===== src/rtl/debug_command_engine.sv =====
// Serial debug command engine: decodes ping/read/write byte commands,
// runs one bus cycle with timeout, streams ACK/NAK/data bytes back.
//
// Ports:
//   comm_clock/comm_reset        clock, sync active-high reset
//   in_empty                     rx FIFO empty (status only)
//   in_valid/in_ready/in_data    command byte stream in
//   out_valid/out_ready/out_data response byte stream out
//   bus_request/bus_write/bus_addr/bus_wdata  bus master request
//   bus_ack/bus_rdata            bus completion and read data
//   busy                         engine not idle
module debug_command_engine #(
  parameter int ADDR_WIDTH = 24,
  parameter int DATA_WIDTH = 16,
  parameter int TIMEOUT    = 255
) (
  input  logic                  comm_clock,
  input  logic                  comm_reset,
  input  logic                  in_empty,
  output logic                  in_ready,
  input  logic                  in_valid,
  input  logic [7:0]            in_data,
  output logic                  out_valid,
  input  logic                  out_ready,
  output logic [7:0]            out_data,
  output logic                  bus_request,
  output logic                  bus_write,
  output logic [ADDR_WIDTH-1:0] bus_addr,
  output logic [DATA_WIDTH-1:0] bus_wdata,
  input  logic                  bus_ack,
  input  logic [DATA_WIDTH-1:0] bus_rdata,
  output logic                  busy
);

  localparam int AB = ADDR_WIDTH / 8;
  localparam int DB = DATA_WIDTH / 8;
  localparam int OW = ADDR_WIDTH + DATA_WIDTH;

  localparam logic [1:0] S_IDLE    = 2'd0;
  localparam logic [1:0] S_OPERAND = 2'd1;
  localparam logic [1:0] S_EXECUTE = 2'd2;
  localparam logic [1:0] S_RESPOND = 2'd3;

  localparam logic [7:0] CMD_PING  = 8'h50;
  localparam logic [7:0] CMD_READ  = 8'h52;
  localparam logic [7:0] CMD_WRITE = 8'h57;
  localparam logic [7:0] RSP_ACK   = 8'h06;
  localparam logic [7:0] RSP_NAK   = 8'h15;

  logic [1:0]            state_q, state_d;
  logic                  in_ready_q, in_ready_d;
  logic                  wr_q, wr_d;
  logic [3:0]            cnt_q, cnt_d;
  logic [OW-1:0]         opnd_q, opnd_d;
  logic [ADDR_WIDTH-1:0] addr_q, addr_d;
  logic [DATA_WIDTH-1:0] wdata_q, wdata_d;
  logic                  bwr_q, bwr_d;
  logic [15:0]           timer_q, timer_d;
  logic [DATA_WIDTH-1:0] resp_q, resp_d;
  logic [2:0]            rcnt_q, rcnt_d;
  logic                  in_fire;
  logic                  unused_in_empty;

  assign unused_in_empty = in_empty;
  assign in_fire = in_valid && in_ready_q;

  // Response bytes leave from the top of resp_q, so a
  // single-byte reply is parked in the top byte.
  function automatic logic [DATA_WIDTH-1:0] top_byte(
    input logic [7:0] b
  );
    return DATA_WIDTH'(b) << (DATA_WIDTH - 8);
  endfunction

  always_comb begin
    state_d = state_q;
    wr_d    = wr_q;
    cnt_d   = cnt_q;
    opnd_d  = opnd_q;
    addr_d  = addr_q;
    wdata_d = wdata_q;
    bwr_d   = bwr_q;
    timer_d = timer_q;
    resp_d  = resp_q;
    rcnt_d  = rcnt_q;
    unique case (state_q)
      S_IDLE: begin
        if (in_fire) begin
          opnd_d = '0;
          case (in_data)
            CMD_PING: begin
              resp_d  = top_byte(RSP_ACK);
              rcnt_d  = 3'd1;
              state_d = S_RESPOND;
            end
            CMD_READ: begin
              wr_d    = 1'b0;
              cnt_d   = 4'(AB);
              state_d = S_OPERAND;
            end
            CMD_WRITE: begin
              wr_d    = 1'b1;
              cnt_d   = 4'(AB + DB);
              state_d = S_OPERAND;
            end
            default: begin
              resp_d  = top_byte(RSP_NAK);
              rcnt_d  = 3'd1;
              state_d = S_RESPOND;
            end
          endcase
        end
      end
      S_OPERAND: begin
        if (in_fire) begin
          opnd_d = {opnd_q[OW-9:0], in_data};
          cnt_d  = cnt_q - 4'd1;
          if (cnt_q == 4'd1) begin
            // Read: address in low bytes.
            // Write: address above the data.
            addr_d  = wr_q ? opnd_d[OW-1 -: ADDR_WIDTH]
                           : opnd_d[ADDR_WIDTH-1:0];
            wdata_d = opnd_d[DATA_WIDTH-1:0];
            bwr_d   = wr_q;
            timer_d = '0;
            state_d = S_EXECUTE;
          end
        end
      end
      S_EXECUTE: begin
        // Ack is checked first so it wins on the last cycle.
        if (bus_ack) begin
          if (wr_q) begin
            resp_d = top_byte(RSP_ACK);
            rcnt_d = 3'd1;
          end else begin
            resp_d = bus_rdata;
            rcnt_d = 3'(DB);
          end
          state_d = S_RESPOND;
        end else if (timer_q == 16'(TIMEOUT - 1)) begin
          resp_d  = top_byte(RSP_NAK);
          rcnt_d  = 3'd1;
          state_d = S_RESPOND;
        end else begin
          timer_d = timer_q + 16'd1;
        end
      end
      S_RESPOND: begin
        if (out_ready) begin
          resp_d = resp_q << 8;
          rcnt_d = rcnt_q - 3'd1;
          if (rcnt_q == 3'd1) state_d = S_IDLE;
        end
      end
    endcase
    in_ready_d = (state_d == S_IDLE) ||
                 (state_d == S_OPERAND);
  end

  always_ff @(posedge comm_clock) begin
    if (comm_reset) begin
      state_q    <= S_IDLE;
      in_ready_q <= 1'b0;
      wr_q       <= 1'b0;
      cnt_q      <= '0;
      opnd_q     <= '0;
      addr_q     <= '0;
      wdata_q    <= '0;
      bwr_q      <= 1'b0;
      timer_q    <= '0;
      resp_q     <= '0;
      rcnt_q     <= '0;
    end else begin
      state_q    <= state_d;
      in_ready_q <= in_ready_d;
      wr_q       <= wr_d;
      cnt_q      <= cnt_d;
      opnd_q     <= opnd_d;
      addr_q     <= addr_d;
      wdata_q    <= wdata_d;
      bwr_q      <= bwr_d;
      timer_q    <= timer_d;
      resp_q     <= resp_d;
      rcnt_q     <= rcnt_d;
    end
  end

  assign in_ready    = in_ready_q;
  assign out_valid   = (state_q == S_RESPOND);
  assign out_data    = resp_q[DATA_WIDTH-1 -: 8];
  assign bus_request = (state_q == S_EXECUTE);
  assign bus_write   = bwr_q;
  assign bus_addr    = addr_q;
  assign bus_wdata   = wdata_q;
  assign busy        = (state_q != S_IDLE);

endmodule


===== config.mk =====
export PLATFORM = sky130hd
export DESIGN_NAME = debug_command_engine
export DESIGN_NICKNAME = d
export VERILOG_FILES = /design/src/rtl/debug_command_engine.sv
export SDC_FILE = /design/constraint.sdc
export NUM_CORES = 1
export LEC_CHECK = 0
export ABC_AREA = 1
export CAP_MARGIN = 30
export CORE_MARGIN = 2
export CORE_UTILIZATION = 54
export CTS_CLUSTER_SIZE = 25
export DETAILED_ROUTE_END_ITERATION = 10
export PLACE_DENSITY = 0.83
export SETUP_SLACK_MARGIN = 0.4
export SLEW_MARGIN = 20
export SYNTH_ARGS = -nofsm -noshare
export SYNTH_HDL_FRONTEND = slang
export SYNTH_SLANG_ARGS = --single-unit

===== constraint.sdc =====
create_clock -name comm_clock -period 2.13 [get_ports comm_clock]
set_clock_uncertainty 0.15 [all_clocks]
set_input_delay 0.426 -clock comm_clock [delete_from_list [all_inputs] [get_ports comm_clock]]
set_output_delay 0.426 -clock comm_clock [all_outputs]
set_load 0.05 [all_outputs]

* Yosys cells after proc, flatten, opt, wreduce, memory -nomap -nowiden
Index checks and enable logic that the tools add are counted.
** Storage, ports and cells
- Logic and storage cells :: 86
- Register bits :: 116
** Cells by class
- Muxes and demuxes :: 37
- Equal/unequal tests :: 19
- Reductions and logical operators :: 16
- $add $sub $neg :: 3
** Operators with widths (number)
- two-way mux 16 bit :: 9
- two-way mux 32 bit :: 2
- one-hot mux 16 bit (2 select lines) :: 2
- one-hot mux 32 bit (2 select lines) :: 1
- one-hot mux 16 bit (3 select lines) :: 1
- == test 8 x 7 -> 1 bit (second input constant) :: 3
- two-way mux 24 bit :: 1
- two-way mux 2 bit :: 9
- adder 16 x 1 -> 16 bit (second input constant) :: 1
- == test 16 x 8 -> 1 bit (second input constant) :: 1
- one-hot mux 4 bit (2 select lines) :: 2
- two-way mux 3 bit :: 5
- inequality test 2 bit (second input constant) :: 6
- AND reduction 5 bit :: 2
- one-hot mux 3 bit (3 select lines) :: 1
- AND reduction 3 bit :: 3
- two-way mux 4 bit :: 2
- one-hot mux 2 bit (4 select lines) :: 1
- nonzero test 2 bit :: 4
- inequality test 3 x 1 -> 1 bit (second input constant) :: 2
- == test 2 x 1 -> 1 bit (second input constant) :: 2
- == test 2 bit (second input constant) :: 2
- == test 4 x 1 -> 1 bit (second input constant) :: 1
- zero test 2 bit :: 2
- 10 further kinds :: 10

* Depth between registers and ports, before layout
- Depth in word-level cells :: 7
- Depth in mapped cells :: 12
- Gate-level depth less buffers :: 11

* Least setup slack after synthesis
OpenSTA, ideal clock, no wires.
- Path kind :: reg-to-reg
- From :: register in_ready_q (netlist: in_ready)
- To :: register resp_q[10]
- Stages on the path, launching flop included :: 10
- Slack :: 0.156 ns
- Data arrival time :: 1.760 ns
- Path buffers :: 1
- Period minus slack after synthesis :: 1.974 ns
- Setup time :: 0.064 ns
- Cell sequence :: dfxtp_1 -> nand2_1 -> nand2_1 -> o21ai_0 -> inv_1 -> nand2_2 -> nor2_4 -> buf_4 -> nor2_1 -> nor2_1
** On the way
- Word-level cells in the longest chain between the ends :: 3
** RTL lines
- start, declared :: line 51 : logic in_ready_q, in_ready_d;
- start signal, assigned :: line 176 : in_ready_q <= in_ready_d;
- logical AND 1 bit :: line 65 : assign in_fire = in_valid && in_ready_q;
- inequality test 2 bit (no line)
- AND reduction 5 bit (no line)
- end signal, assigned :: line 184 : resp_q <= resp_d;
- end, declared :: line 59 : logic [DATA_WIDTH-1:0] resp_q, resp_d;
Every way passes these cells.
A chain may end at the register's enable or synchronous reset.

* Worst setup path after layout
- From :: register state_q[1]
- To :: output bus_request
** On the way
- Word-level cells in the longest chain between the ends :: 1
** RTL lines
- start, declared :: line 50 : logic [1:0] state_q, state_d;
- start signal, assigned :: line 175 : state_q <= state_d;
- == test 2 bit :: line 192 : assign bus_request = (state_q == S_EXECUTE);
- end, declared :: line 26 : output logic bus_request,
Every way passes these cells.

==> flow_summary_export.csv <==
group,metric,value,unit
flow_run,cap_violations,0,
die,coreArea,9640,µm²
die,start_util,55.0,%
worst_setup_path,start_kind,"flip-flop",
power_and_ir_drop,p_per_area,913,nW/µm²
yosys,synth_warnings,0,
grt,grt_pass1_vias,5159,
clocking,htreeDepth,4,
detailed_routing,drc,0,
die,die-area,10600,µm²
power_and_ir_drop,pwr-share-seq,37.5,%
clocking,cts_max_path_buffers,2,
yosys,synthTopCellsByCount,"nand2_1 (266), dfxtp_1 (116), nor2_1 (100)",
yosys,synth_area_per_cell,6.89,µm²
yosys,ys.flop_type,"dfxtp_1",
worst_setup_path,worstSetupPathType,"reg2out",
timing,setup_viol,0,
power_and_ir_drop,leakage,2.85,nW
die,die_w,103,µm
timing,slew_violations,0,
grt,grt_pass1_wl,23.6,mm
layout,layout.nets,910,
detailed_routing,wire_per_inst,15.4,µm
detailed_routing,vias,5637,
timing,whs,269,ps
worst_hold_path,hold_path.class,"in2reg",
die,row_count,36,
layout,drive_gt1_share,22.3,%
power_and_ir_drop,ir_drop,0.000455,V
power_and_ir_drop,combPwrFrac,21.8,%
detailed_routing,final_antenna_net_count,0,
yosys,yosysUniqueCellTypes,32,
yosys,synth_most_common_cell,"nand2_1",
yosys,synth_top_area_share,43.8,%
yosys,synth_top_area_cell,"dfxtp_1",
clocking,cts_tree,"built",
worst_setup_path,cp_max_fo,4,
yosys,syn_nets,805,
place,place_hpwl,9.71,mm
die,ioPinCount,83,
timing,finalHoldViolations,0,
place,place_area,6320,µm²
yosys,synth_edf_count,0,
timing,period_share,86.7,%
layout,antenna_cells,0,
die,die_h,103,µm
yosys,syn_area,5300,µm²
timing,clock.fmax,542,MHz
timing,finalCriticalPeriod,1850,ps
power_and_ir_drop,p_total,6.45,mW
yosys,async_reset_ff_share,0,%
clocking,clk_latency,530,ps
worst_setup_path,critical_path_arrival,1270,ps
clocking,path_clk_slew,60,ps
grt,globalRouteTotalUtil,28.5,%
detailed_routing,vias_per_cell,5.53,
layout,area_delta_synth_final,33.2,%
yosys,ys_top_cells_by_area,"dfxtp_1 (44%), nand2_1 (19%), a21oi_1 (8.4%)",
place,place_congestion,0.885,
layout,fillers,696,
detailed_routing,firstDrtPassIters,5,
detailed_routing,drtIter0Drc,377,
worst_setup_path,critPathRequiredTime,1550,ps
clocking,clock-root-buffer,"clkbuf_8",
timing,slew_headroom,74.3,%
power_and_ir_drop,power.share.clock,40.7,%
power_and_ir_drop,swShare,32.1,%
place,portBuffers,81,
clocking,cts_buffers,17,
power_and_ir_drop,switchingPower,2.07,mW
detailed_routing,drt-total-wl,15.7,mm
clocking,clkSinkCount,116,
worst_setup_path,crit_path_end_kind,"output port",
timing,tightest_slew,385,ps
power_and_ir_drop,internal-power,4.38,mW
status,outcome,"finished, final reports clean",
grt,grt_max_degree,87,
yosys,synthCells,769,
timing,rsz0062_at_grt,"yes",
yosys,synth-seq-cells,116,
yosys,seq_area_frac_synth,43.8,%
layout,finalInstanceArea,7060,µm²
grt,grt-ovfl-total,0,
grt,antenna_found_initial,0,
clocking,holdBufCountCts,0,
[cell type report]
class                   count  area (µm²)  share of cell area [%]
repair buffers            130        1130                    16.1
inverters                  37         173                    2.45
flip-flops and latches    116        2340                    33.2
well taps                 133         166                    2.36
multi-input cells         572        2700                    38.3
clock buffers              17         414                    5.86
clock inverters            14         131                    1.86
[worst max-delay path, cell delays in order (launching register included)]
cell,delay [ps]
dfxtp_4,410
inv_4,50
nor2_4,130
buf_12,150
[placed cells by master, fill, tap and decap left out, types with 19 or more instances in the layout]
master	instances
nand2_1	251
dfxtp_1	105
nor2_1	93
a21oi_1	86
buf_4	48
nand3_1	31
clkdlybuf4s50_1	27
buf_2	23
inv_1	22
o21ai_0	19
[metrics by stage]
step / setup WS (ps) / setup TNS (ps) / instances / util [%]
floorplan: 407 / 0 / 769 / -
global placement: 3.50 / 0 / 968 / 65.6
detailed placement: -87.8 / -1210 / 968 / 65.6
CTS: 297 / 0 / 1010 / 70.5
global route: 141 / 0 / 1019 / 73.3
finish: 284 / 0 / 1019 / 73.3
[worst paths after layout]
check | slack [ps] | to | start | cells after the start
worst max register to register | 310 | resp_q[9]$_SDFFE_PP0P_ | state_q[1]$_SDFF_PP0_ | 12
worst max-delay path | 280 | bus_request | state_q[1]$_SDFF_PP0_ | 3
worst min-delay path | 270 | bus_wdata[9]$_SDFFE_PP0P_ | comm_reset | 3
worst min register to register | 310 | opnd_q[31]$_SDFFE_PP0P_ | opnd_q[31]$_SDFFE_PP0P_ | 2
[routing by layer]
layer | wire length, µm | track usage [%] | vias to the layer above
li1 | - | - | 2675
met1 | 6010 | 32.8 | 2606
met2 | 8050 | 49.9 | 295
met3 | 1130 | 6.31 | 61
met4 | 524 | 14.4 | 0
met5 | 0 | 0 | -
[sequential cells by signal, summed over array words and instances (netlist names)]
name       flops
rcnt_q         3
timer_q       16
state_q        2
in_ready       1
resp_q        16
opnd_q        32
bus_addr      24
bus_wdata     16
cnt_q          4
bus_write      1
wr_q           1
[power by group through the flow]
stage	Clock [mW]	Combinational, mW	Sequential, mW
2_1_floorplan	0	0.906	2.44
3_3_place_gp	0	1.22	2.44
3_5_place_dp	0	1.25	2.45
4_1_cts	2.63	1.31	2.41
5_1_grt	2.72	1.53	2.43
6_report	2.62	1.41	2.42
[what timing repair did]
item,CTS,global route
resized for setup,226,70
endpoints found under the setup margin,102,98
setup buffers,11,8
pin swaps,7,11
cloned,0,1
hold endpoints to repair,0,0
[cell families (layout without fill, tap and decap cells)]
logic type / count (synthesis) / count (layout) / share of synthesized area, %
adder cells (fa/ha/maj): 6 / 6 / 1.42
flip-flops: 116 / 116 / 43.8
XOR/XNOR: 10 / 10 / 1.65
AND/OR/NAND/NOR: 415 / 415 / 31.9
buffers and inverters: 81 / 198 / 7.18
AO/OA/AOI/OAI: 141 / 141 / 14.0
No activity file was read; power rests on OpenSTA's default activity.
==> variant: new RTL, config.mk and constraints unchanged <==
Change the parameter `DATA_WIDTH` from 16 to 32.
--- a/src/rtl/debug_command_engine.sv
+++ b/src/rtl/debug_command_engine.sv
@@ -12,5 +12,5 @@
 module debug_command_engine #(
   parameter int ADDR_WIDTH = 24,
-  parameter int DATA_WIDTH = 16,
+  parameter int DATA_WIDTH = 32,
   parameter int TIMEOUT    = 255
 ) (
Interface: changed (resized bus_rdata and bus_wdata); port bits go from 83 to 115. No check against the original RTL was run, so the function may have changed too.
==> variant against the original RTL <==
Area after synthesis increased by 34%; count of clock-buffer cells in the layout increased by 3; final area increased by 38%; wire length increased by 44%; total power increased by 13%; sequential cell count increased by 48; hold slack improved by 0.023 ns; worst setup slack got worse by 0.18 ns; largest cell class unchanged; highest routed layer unchanged.
==> variant: results (changes against the original RTL) <==
Post-synthesis sequential area ratio -> 46.13% (+2.3 points)
Reg2Reg Setup Slack -> 0.16 ns (-0.15 ns)
DP HPWL -> 12.37 mm (+27%)
Outcome -> finished, final reports clean
First-pass GRT wire length -> 31.90 mm (+35%)
Fin nets -> 1,202 (+32%)
Synth top area cells -> dfxtp_1 46%, nand2_1 19%, a21oi_1 8.2%
DR iter-0 viols -> 834 (+120%)
Placed insts -> 1,262 (+30%)
Crit path DAT -> 2.23 ns (+0.96 ns)
Final wirelength -> 22.71 mm (+44%)
Worst min-delay path class -> register to register
VDD IR-drop max -> 568.3 uV (+25%)
IO buf count -> 113 (+40%)
Max FFs per register -> 48 (+50%)
Internal power -> 5.292 mW (+21%)
Post-synthesis cell type count -> 39 (+22%)
Root Driver -> clkbuf_16
Largest fanout on the critical path -> 8 (+4)
Clock group power -> 2.91 mW (+11%)
GR Util All Layers -> 28.11% (-0.44 points)
Non-filler cells in the finished layout -> 1,334 (+31%)
Gate power share -> 16.8% (-5.0 points)
Total number of vias -> 7,589 (+35%)
Synth Instances -> 1,003 (+30%)
Top cell types by occurrence after synthesis -> 354 x nand2_1, 164 x dfxtp_1, 117 x a21oi_1
## variant: final cells by class
class,instances,area (sq um)
Tap cell,172,215.2
Inverter,41,191.4
Multi-Input combinational cell,732,3568
Clock inverter,11,103.9
Clock buffer,20,446.7
Fill cell,916,2963
Timing Repair Buffer,194,1919
Sequential cell,164,3314
## variant: per-stage QoR
stage / setup TNS (ns) / total power [mW] / hold WS, ns / cell area (sq um)
2_1_floorplan: 0 / 3.772 / 0.2892 / 7118
3_3_place_gp: -2.861 / 4.091 / 0.2807 / 8513
3_5_place_dp: -4.727 / 4.098 / 0.2809 / 8513
4_1_cts: 0 / 7.053 / 0.2956 / 9341
5_1_grt: 0 / 7.510 / 0.3049 / 9759
6_report: 0 / 7.293 / 0.2918 / 9759
## variant: final timing paths
path | to | depth (start not counted) | start
worst max-delay path | resp_q[27] | 11 | in_data[7]
worst min-delay path | bus_wdata[25] | 2 | bus_wdata[25]
worst max register to register | resp_q[27] | 11 | state_q[1]
worst min register to register | bus_wdata[25] | 2 | bus_wdata[25]
## variant: what timing repair did
item	in CTS	in global routing
gates cloned	2	8
resized for setup	216	122
hold endpoints to repair	0	0
setup buffers	13	18
pin swaps	10	19
setup endpoints to repair	158	148
## variant: kinds of logic after synthesis
group,synth area share [%]
simple gates,30.08
compound gates,14.89
flops,46.13
buf+inv,7.226
fa+ha+maj,1.055
xor+xnor,0.6154
## variant: routing by layer
metal | vias up | share of wire [%] | global-route usage, %
li1 | 3549 | - | -
met2 | 423 | 47 | 44.90
met5 | - | 0 | 0
met3 | 90 | 8.6 | 6.178
met4 | 0 | 4.0 | 12.72
met1 | 3527 | 40 | 36.30
## variant: tightest hold or removal path, stage by stage, from the launching register on
cell and delay (ns):
dfxtp_1 0.32, nand2_1 0.05, nand2_1 0.04
